[src/rtl/traffic_phase_seq_if.sv]
// Sensor inputs and light-decoder outputs of the traffic phase sequencer.
// The sequencer connects through the slave modport and the sensor/decoder side through master.
interface traffic_phase_seq_if;
  logic        enable;
  logic [31:0] car_num;
  logic        line_sen;
  logic [31:0] counter;
  logic [1:0]  phase;
  logic [7:0]  phase_left;
  logic        phase_start;
  logic [3:0]  ext_used;
  logic [15:0] viol_cnt;

  modport master (
    output enable, car_num, line_sen,
    input  counter, phase, phase_left, phase_start, ext_used, viol_cnt
  );

  modport slave (
    input  enable, car_num, line_sen,
    output counter, phase, phase_left, phase_start, ext_used, viol_cnt
  );
endinterface

[src/rtl/traffic_phase_seq.sv]
// Traffic phase sequencer: RED -> YEL1 -> GREEN -> YEL2, tick-timed, with stop-line violation count.
// Define GREEN_EXT_EN to build green extension driven by car_num; otherwise green has a fixed length.
module traffic_phase_seq #(
  parameter int unsigned TICK_DIV      = 1,
  parameter int unsigned RED_TICKS     = 10,
  parameter int unsigned YEL_TICKS     = 2,
  parameter int unsigned GRN_TICKS     = 10,
  parameter int unsigned GRN_EXT_TICKS = 5,
  parameter int unsigned MAX_EXT       = 2,
  parameter int unsigned CAR_THRESH    = 4,
  // Reset values of counter/viol_cnt; non-zero only to preload for test. COUNTER_INIT[1:0] must be 0.
  parameter logic [31:0] COUNTER_INIT  = 32'h0000_0000,
  parameter logic [15:0] VIOL_INIT     = 16'h0000
) (
  input logic                 clk,
  input logic                 rst_n,
  traffic_phase_seq_if.slave  bus
);

  typedef enum logic [1:0] {
    RED   = 2'd0,
    YEL1  = 2'd1,
    GREEN = 2'd2,
    YEL2  = 2'd3
  } phase_e;

  localparam logic [15:0] PRE_LAST = 16'(TICK_DIV - 1);
  localparam logic [7:0]  RED_LEFT = 8'(RED_TICKS - 1);
  localparam logic [7:0]  YEL_LEFT = 8'(YEL_TICKS - 1);
  localparam logic [7:0]  GRN_LEFT = 8'(GRN_TICKS - 1);
  localparam logic [7:0]  EXT_LEFT = 8'(GRN_EXT_TICKS - 1);

  phase_e      state_q, state_d, nxt_c;
  logic [31:0] counter_q, counter_d;
  logic [7:0]  left_q, left_d;
  logic [3:0]  ext_q, ext_d;
  logic        start_q, start_d;
  logic [15:0] viol_q, viol_d;
  logic [15:0] pre_q, pre_d;
  logic        line_q;
  logic        tick_c, edge_c, ext_grant_c;

  function automatic logic [7:0] load_left(input phase_e p);
    case (p)
      RED:     load_left = RED_LEFT;
      GREEN:   load_left = GRN_LEFT;
      default: load_left = YEL_LEFT;
    endcase
  endfunction

  assign tick_c = bus.enable && (pre_q == PRE_LAST);
  assign edge_c = bus.line_sen && !line_q;

`ifdef GREEN_EXT_EN
  localparam logic [31:0] CAR_THRESH_W = 32'(CAR_THRESH);
  localparam logic [3:0]  MAX_EXT_W    = 4'(MAX_EXT);

  // Only consulted on the last green tick, so car_num matters nowhere else.
  assign ext_grant_c = (state_q == GREEN) && (bus.car_num >= CAR_THRESH_W) && (ext_q < MAX_EXT_W);
`else
  logic ext_unused;

  assign ext_grant_c = 1'b0;
  assign ext_unused  = ^{bus.car_num, 32'(CAR_THRESH), 32'(MAX_EXT)};
`endif

  always_comb begin
    nxt_c = RED;
    unique case (state_q)
      RED:     nxt_c = YEL1;
      YEL1:    nxt_c = GREEN;
      GREEN:   nxt_c = YEL2;
      YEL2:    nxt_c = RED;
      default: nxt_c = RED;
    endcase
  end

  // Next-state and output logic; violations are judged against the pre-advance phase.
  always_comb begin
    state_d   = state_q;
    counter_d = counter_q;
    left_d    = left_q;
    ext_d     = ext_q;
    start_d   = 1'b0;
    pre_d     = pre_q;
    viol_d    = viol_q;

    if (bus.enable) begin
      pre_d = tick_c ? 16'd0 : 16'(pre_q + 16'd1);
    end

    if (tick_c) begin
      if (left_q != 8'd0) begin
        left_d = 8'(left_q - 8'd1);
      end else if (ext_grant_c) begin
        left_d = EXT_LEFT;
        ext_d  = 4'(ext_q + 4'd1);
      end else begin
        state_d   = nxt_c;
        counter_d = 32'(counter_q + 32'd1);
        left_d    = load_left(nxt_c);
        start_d   = 1'b1;
        if (nxt_c == GREEN) begin
          ext_d = 4'd0;
        end
      end
    end

    if (edge_c && (state_q != GREEN) && (viol_q != 16'hFFFF)) begin
      viol_d = 16'(viol_q + 16'd1);
    end
  end

  always_ff @(posedge clk or negedge rst_n) begin
    if (!rst_n) begin
      state_q   <= RED;
      counter_q <= COUNTER_INIT;
      left_q    <= RED_LEFT;
      ext_q     <= 4'd0;
      start_q   <= 1'b0;
      viol_q    <= VIOL_INIT;
      pre_q     <= 16'd0;
      line_q    <= 1'b0;
    end else begin
      state_q   <= state_d;
      counter_q <= counter_d;
      left_q    <= left_d;
      ext_q     <= ext_d;
      start_q   <= start_d;
      viol_q    <= viol_d;
      pre_q     <= pre_d;
      line_q    <= bus.line_sen;
    end
  end

  assign bus.counter     = counter_q;
  assign bus.phase       = state_q;
  assign bus.phase_left  = left_q;
  assign bus.phase_start = start_q;
  assign bus.ext_used    = ext_q;
  assign bus.viol_cnt    = viol_q;

endmodule

[src/flat_wrapper.sv]
// flat-port wrapper written by rule: the top's interface ports become plain ports
module traffic_phase_seq_flat 
#(
  parameter int unsigned TICK_DIV      = 1,
  parameter int unsigned RED_TICKS     = 10,
  parameter int unsigned YEL_TICKS     = 2,
  parameter int unsigned GRN_TICKS     = 10,
  parameter int unsigned GRN_EXT_TICKS = 5,
  parameter int unsigned MAX_EXT       = 2,
  parameter int unsigned CAR_THRESH    = 4,
                                                                                                      
  parameter logic [31:0] COUNTER_INIT  = 32'h0000_0000,
  parameter logic [15:0] VIOL_INIT     = 16'h0000
)
  (clk, rst_n, bus_enable, bus_car_num, bus_line_sen, bus_counter, bus_phase, bus_phase_left, bus_phase_start, bus_ext_used, bus_viol_cnt);
  traffic_phase_seq_if bus_i ();
  input logic clk;
  input logic rst_n;
  input wire logic [$bits(bus_i.enable)-1:0] bus_enable;
  input wire logic [$bits(bus_i.car_num)-1:0] bus_car_num;
  input wire logic [$bits(bus_i.line_sen)-1:0] bus_line_sen;
  output wire logic [$bits(bus_i.counter)-1:0] bus_counter;
  output wire logic [$bits(bus_i.phase)-1:0] bus_phase;
  output wire logic [$bits(bus_i.phase_left)-1:0] bus_phase_left;
  output wire logic [$bits(bus_i.phase_start)-1:0] bus_phase_start;
  output wire logic [$bits(bus_i.ext_used)-1:0] bus_ext_used;
  output wire logic [$bits(bus_i.viol_cnt)-1:0] bus_viol_cnt;
  assign bus_i.enable = bus_enable;
  assign bus_i.car_num = bus_car_num;
  assign bus_i.line_sen = bus_line_sen;
  assign bus_counter = bus_i.counter;
  assign bus_phase = bus_i.phase;
  assign bus_phase_left = bus_i.phase_left;
  assign bus_phase_start = bus_i.phase_start;
  assign bus_ext_used = bus_i.ext_used;
  assign bus_viol_cnt = bus_i.viol_cnt;
  traffic_phase_seq #(.TICK_DIV(TICK_DIV), .RED_TICKS(RED_TICKS), .YEL_TICKS(YEL_TICKS), .GRN_TICKS(GRN_TICKS), .GRN_EXT_TICKS(GRN_EXT_TICKS), .MAX_EXT(MAX_EXT), .CAR_THRESH(CAR_THRESH), .COUNTER_INIT(COUNTER_INIT), .VIOL_INIT(VIOL_INIT)) u_core (.clk(clk), .rst_n(rst_n), .bus(bus_i));
endmodule
[config.mk]
export PLATFORM = sky130hd
export DESIGN_NAME = traffic_phase_seq_flat
export DESIGN_NICKNAME = d
export VERILOG_FILES = /design/src/rtl/traffic_phase_seq_if.sv /design/src/rtl/traffic_phase_seq.sv /design/src/flat_wrapper.sv
export SDC_FILE = /design/constraint.sdc
export NUM_CORES = 1
export LEC_CHECK = 0
export BUFFER_PORTS_ARGS = -buffer_cell sky130_fd_sc_hd__buf_2
export CORE_MARGIN = 4
export CORE_UTILIZATION = 47
export DETAILED_ROUTE_END_ITERATION = 6
export PLACE_DENSITY = 0.75
export SKIP_CTS_REPAIR_TIMING = 1
export SLEW_MARGIN = 5
export SYNTH_ARGS = -nofsm -noshare
export SYNTH_HDL_FRONTEND = slang
export SYNTH_SLANG_ARGS = --single-unit
[constraint.sdc]
create_clock -name clk -period 1.7 [get_ports clk]
set_input_delay 0.17 -clock clk [delete_from_list [all_inputs] [get_ports clk]]
set_output_delay 0.17 -clock clk [all_outputs]
set_load 0.005 [all_outputs]
==> results.txt, run 1 <==
During I/O placement, the number of pins put on the boundary was 99. Setup repair after global routing could not meet its margin everywhere. The path class of the tightest hold or removal check is input port to flip-flop. The first detailed-routing pass ran for 4 iterations. The finished layout holds around 610 standard cells, fillers aside. In the final routed layout, each cell accounts on average for 14.58 um. The fraction of registers with async set or reset after synthesis came out at 100.0%. The number of H-tree branching levels is 3. TritonCTS built the clock tree. Adding up every negative setup slack in the final design gives -6.751 ns. The cell family with the largest share of critical-path delay is simple AND/OR/NAND/NOR gates.

The number of buffers on the longest clock path is 2. The fmax came out at 500.2 MHz. The largest driver fanout on the critical path came out at 8. The die span in y came out at around 97 um.

Together, buffers and inverters on the worst path number 2. The mean post-synth cell area came out at approximately 11 um2. The hold violation total from the final report came out at 0.

The maximum cell stage delay along the critical path came out at 0.41 ns. Cells fill 68.82% of the core in the end. Summed over all layers, the global routing overflow is 0. The detailed-placement wirelength estimate came out at 6451 um. The final reports fail on negative setup slack. The total number of vias came out at approximately 3200. The die width is 96.55 um. The site row count is 32.

At the end of routability-driven placement, the weighted congestion stood at between 0.8 and 0.9. The number of nets with antenna violations after routing is 0. The worst register-to-register path begins at u_core.pre_q[1]. The number of diodes added for antenna fixing came out at 0. The critical path is of the flip-flop to flip-flop type. The worst hold path passes through 3 cells.

The portion of the post-synthesis area used by sequential elements came out at 51.68%. For hold timing, the worst endpoint is u_core.pre_q[0]. The combined area of all synthesized cells came out at 0.003685 mm2. The critical path goes through inv_2, ha_4, nor4b_4, and4_4, buf_12, nand4_4, nor3_4, xor2_1. For this design the static power due to leakage is 2.729 nW. During synthesis, Yosys emitted a total of 0 warnings.

The post-synthesis cell type count is 41. Max-cap violations in this run came to 0. The number of instances in the synthesized netlist is 338.

STA classifies the critical path startpoint as a flip-flop. The period utilization came out at 117.6%. Wires add up to 8863 um.

The post-detailed-route via-to-cell ratio came out at 5.199. The placement-stage cell area is 0.004821 mm2. The root cell of the clock tree is sky130_fd_sc_hd__clkbuf_8. The flow ran to the end, but the final reports show violations.

The relative area change from synthesis to final layout came out at 43.57%. The number of pins exceeding their max-slew limit in the final report is 0. The register-to-register setup slack came out at -0.30 ns. The number of clock buffers inserted by TritonCTS came out at 9. The endpoint kind of the worst setup timing path is a flip-flop. The number of port buffers is just over 60. The layout net count is 544. For this run, the total global-route usage over all layers was measured as 19.48%. The required time of the worst setup path is 1.97 ns.

The number of DRC markers in iteration 0 came out at 109. For this configuration, the core starts out at a cell density of 47.93%. The minimum hold slack came out at 0.1373 ns. The post-synthesis sequential element count came out at 76.

The final worst setup slack is -0.2992 ns. The clock-pin slew on the worst setup and hold paths came out at 0.07 ns. Cells with a size suffix above 1 make up 45.65% of the layout. The leading register cell type out of synthesis is sky130_fd_sc_hd__dfrtp_1.

Dividing total power by cell area gives a power density of 795.0 mW/mm2. Setup violations remaining at the end of the flow were counted as between 40 and 50. In this run the most critical hold path is launched from bus_enable. In this run, synthesis inferred 0 flip-flops with an integrated enable.

Entering global routing, the biggest net connects 38 pins. The largest vdd supply drop came out at approximately 0.57 mV. The total placed cells including tap cells is between 500 and 600. The clock skew after layout came out at 0.004924 ns. The worst reg-to-reg path cell count is 8. The first global-routing pass estimated 14060 um of wire.

The sink count of the clock tree came out at 76. The number of global-route vias before repair is slightly above 3000. The number of antenna violations at the first check in global routing is 0.

The final period demand of the worst path is 1.999 ns. The die covers about 0.0093 mm2. The arrival time of data at the critical path endpoint is 2.27 ns. The largest individual stage delay along the critical path comes from the cell sky130_fd_sc_hd__dfrtp_1. The insertion delay of the later-clocked pin in the worst-skew pair is 0.35 ns. The total DRC errors in the routed layout came out at 0. The endpoint identified for the worst register-to-register timing path is u_core.bus.counter[28]. The final standard cell area without fillers came out at 0.005290 mm2.

The area of the core is slightly below 0.008 mm2.
## cell usage in the layout, fill, tap and decap left out, drive strengths merged, types with 14 or more instances in the layout
cell type  synthesis  routed
buf                7     154
dfrtp             74      74
inv               14      14
nand2             31      31
nand3             20      20
nand4             27      27
nor2              29      29
xnor2             34      34
xor2              26      26
## cell usage after synthesis (2+ instances only)
cell type                 instances  area share (%)
sky130_fd_sc_hd__buf_4            6             1.2
sky130_fd_sc_hd__nor4_2           3             1.0
sky130_fd_sc_hd__or3_1            3            0.51
sky130_fd_sc_hd__o21ai_0         12             1.6
sky130_fd_sc_hd__dfstp_2          2             1.4
sky130_fd_sc_hd__inv_1           14             1.4
sky130_fd_sc_hd__xor2_1          26             6.2
sky130_fd_sc_hd__nand2_1         31             3.2
sky130_fd_sc_hd__nor4_1           4            0.68
sky130_fd_sc_hd__and4_1           2            0.48
sky130_fd_sc_hd__nor4_4           2             1.2
sky130_fd_sc_hd__a21oi_1          3            0.41
sky130_fd_sc_hd__nand4_2          3             1.0
sky130_fd_sc_hd__a31oi_1          2            0.34
sky130_fd_sc_hd__nand4_1         22             3.7
sky130_fd_sc_hd__nand3_1         18             2.4
sky130_fd_sc_hd__nor3_1           8             1.1
sky130_fd_sc_hd__mux2_2           3            0.92
sky130_fd_sc_hd__and3_1           6             1.0
sky130_fd_sc_hd__xnor2_1         34             8.1
sky130_fd_sc_hd__and2_1           3            0.51
sky130_fd_sc_hd__nor2_1          28             2.9
sky130_fd_sc_hd__nand4_4          2             1.2
sky130_fd_sc_hd__nor3_2           4             1.1
sky130_fd_sc_hd__ha_1             7             2.4
sky130_fd_sc_hd__dfrtp_1         74              50
sky130_fd_sc_hd__nand3_2          2            0.54
## metrics by stage
stage / power (mW) / worst slack, ns
floorplan: 2.363 / -0.1722
global placement: 2.712 / -0.2426
detailed placement: 2.762 / -0.3080
CTS: 4.148 / -0.3420
global route: 4.412 / -0.4564
finish: 4.206 / -0.2992
## worst min-delay path, stage by stage
cell and delay, ns:
sky130_fd_sc_hd__buf_2 0.09, sky130_fd_sc_hd__buf_4 0.13, sky130_fd_sc_hd__o21ai_1 0.06
## registers in the layout, indices dropped and copies added, names as in the netlist
register                count
u_core.bus.counter         32
u_core.bus.phase            2
u_core.bus.phase_left       8
u_core.bus.phase_start      1
u_core.bus.viol_cnt        16
u_core.line_q               1
u_core.pre_q               16
## logic make-up (layout without fill, tap and decap cells)
kind of cell,Yosys count,count (layout),synth area share [%]
AO/OA/AOI/OAI,21,21,3.260
XOR/XNOR,60,60,14.26
adder cells (fa/ha/maj),7,7,2.377
buffers and inverters,21,186,2.954
flip-flops,76,76,51.68
multiplexers,3,3,0.9167
other,1,4,0.1018
AND/OR/NAND/NOR,149,149,24.45
## power by group
group | internal (mW) | total, mW | switching [mW]
Combinational | 0.425 | 0.760 | 0.335
Sequential | 1.94 | 2.07 | 0.133
Clock | 0.717 | 1.37 | 0.658
## worst max path at each step
stage                     depth (start not counted)                      from  slack, ns                      to
after floorplan                                   8  u_core.bus.phase_left[1]      -0.17  u_core.bus.counter[19]
after global placement                            6           u_core.pre_q[4]      -0.24  u_core.bus.counter[28]
after detailed placement                          6           u_core.pre_q[4]      -0.31  u_core.bus.counter[28]
after CTS                                         6           u_core.pre_q[4]      -0.34  u_core.bus.counter[28]
after global routing                              6           u_core.pre_q[2]      -0.46  u_core.bus.counter[28]
final                                             8           u_core.pre_q[1]      -0.30  u_core.bus.counter[28]
## routing by layer
| layer | track usage [%] | wire, um | vias to the layer above | part of all wire, % |
|---|---|---|---|---|
| met5 | 0 | 0 | - | 0 |
| met4 | 8.294 | 159 | 0 | 1.8 |
| met3 | 3.950 | 366 | 16 | 4.1 |
| met2 | 32.70 | 4493 | 76 | 51 |
| met1 | 24.43 | 3843 | 1572 | 43 |
| li1 | - | - | 1497 | - |
## final cells by class
type                            count  area (um2)
Clock buffer                       12       145.1
Tap cell                          102       127.6
Clock inverter                      4       48.80
Multi-Input combinational cell    244        1929
Inverter                           14       52.55
Fill cell                         586        2397
Sequential cell                    76        1904
Timing Repair Buffer              156        1082
No activity file was read; power rests on OpenSTA's default activity.
==> run 2: changes to the inputs <==
==> constraint.sdc (replaced) <==
create_clock -name clk -period 1.7 [get_ports clk]
set_input_delay 0.085 -clock clk [delete_from_list [all_inputs] [get_ports clk]]
set_output_delay 0.085 -clock clk [all_outputs]
set_load 0.005 [all_outputs]
==> results.txt, run 2 (synthesis gave the netlist of run 1 again) <==
In this run the cell area measured after placement is 0.004798 mm2. The arrival time of data at the critical path endpoint is 2.16 ns. The register with the most flip-flops in the layout has 32 of them. The post-detailed-route via-to-cell ratio is 5.223. The die width came out at 96.55 um.

99 I/O pins were placed. The global routing stage identified its most utilized layer as met2. The final worst setup slack is -0.1954 ns.

The period utilization came out at 111.5%. The required time of the worst setup path is roughly 2 ns. The endpoint kind of the worst setup timing path is a flip-flop. After layout, the minimum clock period comes to between 1.5 and 2 ns. The final reports fail on negative setup slack. The area of the die came out at 0.009321 mm2. The area of the core is 0.007687 mm2. For this block, the via count after detailed routing is 3165. The number of antenna violations at the first check in global routing came out at 0. For hold timing, the worst endpoint is u_core.pre_q[0]. The count of nets left with antenna violations once routing finished came out at 0. The layout net count came out at 542. At the end of routability-driven placement, the weighted congestion stood at approximately 0.86. The site row count came out at 32. Measured in cells, the most critical reg-to-reg path has a length of 9.

The total global routing overflow is 0. Entering global routing, the biggest net connects 49 pins. The final standard cell area without fillers came out at 0.005401 mm2.

The relative area change from synthesis to final layout is 46.59%. The setup TNS is -3.010 ns. The largest vdd supply drop came out at between 0.6 and 0.7 mV.

The number of global-route vias before repair came out at about 3200. The class of the most critical hold timing path is input port to flip-flop. The tool flagged a number of max-cap violations equal to 0. The insertion delay of the later-clocked pin in the worst-skew pair came out at around 0.35 ns.

The flow ran to the end, but the final reports show violations. The first TritonRoute pass finished after 4 iterations. In this run the tool buffered the top-level ports with 62 buffer cells. Dividing the detail-routed wire length by the instance count gives 15.45 um. The sink count of the clock tree is 76. Counting instances, the worst hold path has a depth of 3. The sum of routed wire length over all layers came out at between 9000 and 10000 um. Setup repair after global routing could not meet its margin everywhere. In this run the static leakage power is about 2.8 nW. In the routed design, unresolved DRC markers number 0. The power density over the cells came out at between 800 and 900 mW/mm2. In the layout the commonest cells are sky130_fd_sc_hd__buf_4, sky130_fd_sc_hd__dfrtp_1, sky130_fd_sc_hd__buf_2, sky130_fd_sc_hd__xnor2_1, sky130_fd_sc_hd__nand2_1. The clock tree from TritonCTS is yes. Setup violations remaining at the end of the flow were counted as 39. The met2 track utilization from global routing is between 30% and 40%. The hold violation total from the final report is 0. The number of diodes added for antenna fixing is 0. STA classifies the critical path startpoint as a flip-flop.

OpenSTA, run right after detailed placement, puts the worst setup slack at -0.2699 ns. The global-route wire length before repair is 14930 um. For this configuration, the core starts out at a cell density of approximately 48%. The overall fraction of global-route tracks in use came out at 20.64%. Counting the buffers created by CTS gives 9. The worst flop-to-flop path endpoint is u_core.bus.counter[28]. The global routing usage on met1 is 25.84%. The library cell used most frequently in the layout, excluding fill and tap cells, is sky130_fd_sc_hd__buf_4. In this run the most critical hold path is launched from bus_enable. The clock skew after layout is about 0.013 ns. In this run the critical register-to-register path is launched from u_core.pre_q[1]. The detailed-placement wirelength estimate is 6559 um.

The final core utilization came out at 70.26%. The register-to-register setup slack is -0.20 ns. In this run the deepest clock path goes through 2 buffers. CTS built an H-tree with a depth of 3.

For this block, the initial DRC count from the detailed router was about 160. CTS placed an instance of sky130_fd_sc_hd__clkbuf_8 at the clock tree root. In the global route stage, met3 resource usage came out at 3.486%. The die span in y came out at 96.55 um. The largest driver fanout on the critical path came out at 9. The fraction of final layout cells sized beyond drive strength 1 came out at 47.42%.

The number of pins exceeding their max-slew limit in the final report came out at 0. Derived from the worst setup path, the maximum achievable clock frequency is 527.6 MHz. The startpoint-to-endpoint class of the critical path is flip-flop to flip-flop. The clock-pin slew on the worst setup and hold paths came out at 0.07 ns.
run 2: worst max-delay path by stage:
stage,startpoint,endpoint,cells past startpoint
finish,u_core.pre_q[1],u_core.bus.counter[28],9
global route,u_core.pre_q[0],u_core.bus.counter[28],9
CTS,u_core.pre_q[4],u_core.bus.counter[28],7
detailed placement,u_core.pre_q[4],u_core.bus.counter[28],7
global placement,u_core.pre_q[13],u_core.bus.counter[19],6
floorplan,u_core.bus.phase_left[1],u_core.bus.counter[19],8
run 2: worst max-delay path: stages, from the launching register on:
cell,delay [ns]
sky130_fd_sc_hd__dfrtp_1,0.39
sky130_fd_sc_hd__inv_2,0.08
sky130_fd_sc_hd__ha_4,0.12
sky130_fd_sc_hd__nor4b_4,0.21
sky130_fd_sc_hd__and4_4,0.27
sky130_fd_sc_hd__buf_12,0.13
sky130_fd_sc_hd__nand4_4,0.10
sky130_fd_sc_hd__buf_4,0.17
sky130_fd_sc_hd__nor3_4,0.17
sky130_fd_sc_hd__xor2_1,0.17
run 2: cell type report:
| type | instances | area, um2 |
|---|---|---|
| Clock buffer | 13 | 178.9 |
| Clock inverter | 3 | 42.54 |
| Fill cell | 576 | 2286 |
| Inverter | 14 | 52.55 |
| Multi-Input combinational cell | 244 | 2028 |
| Sequential cell | 76 | 1904 |
| Tap cell | 102 | 127.6 |
| Timing Repair Buffer | 154 | 1067 |
run 2: report_power, final:
part	leakage, nW	switching, mW	internal [mW]
Clock	0.112	0.653	0.836
Combinational	1.68	0.332	0.433
Sequential	0.991	0.160	1.94
run 2: metrics by stage:
| stage | power [mW] | hold slack, ns | std cells |
|---|---|---|---|
| final | 4.353 | 0.09548 | 606 |
| after global routing | 4.559 | 0.1114 | 606 |
| after global placement | 2.702 | 0.02861 | 577 |
| after CTS | 4.267 | -0.3442 | 593 |
| after detailed placement | 2.745 | 0.03463 | 577 |
| after floorplan | 2.363 | -0.2106 | 341 |
run 2: routing by layer:
layer,wire [um],part of all wire [%],vias up
li1,-,-,1494
met1,3836,41,1569
met2,4869,52,77
met3,393,4.2,25
met4,265,2.8,0
met5,0,0,-
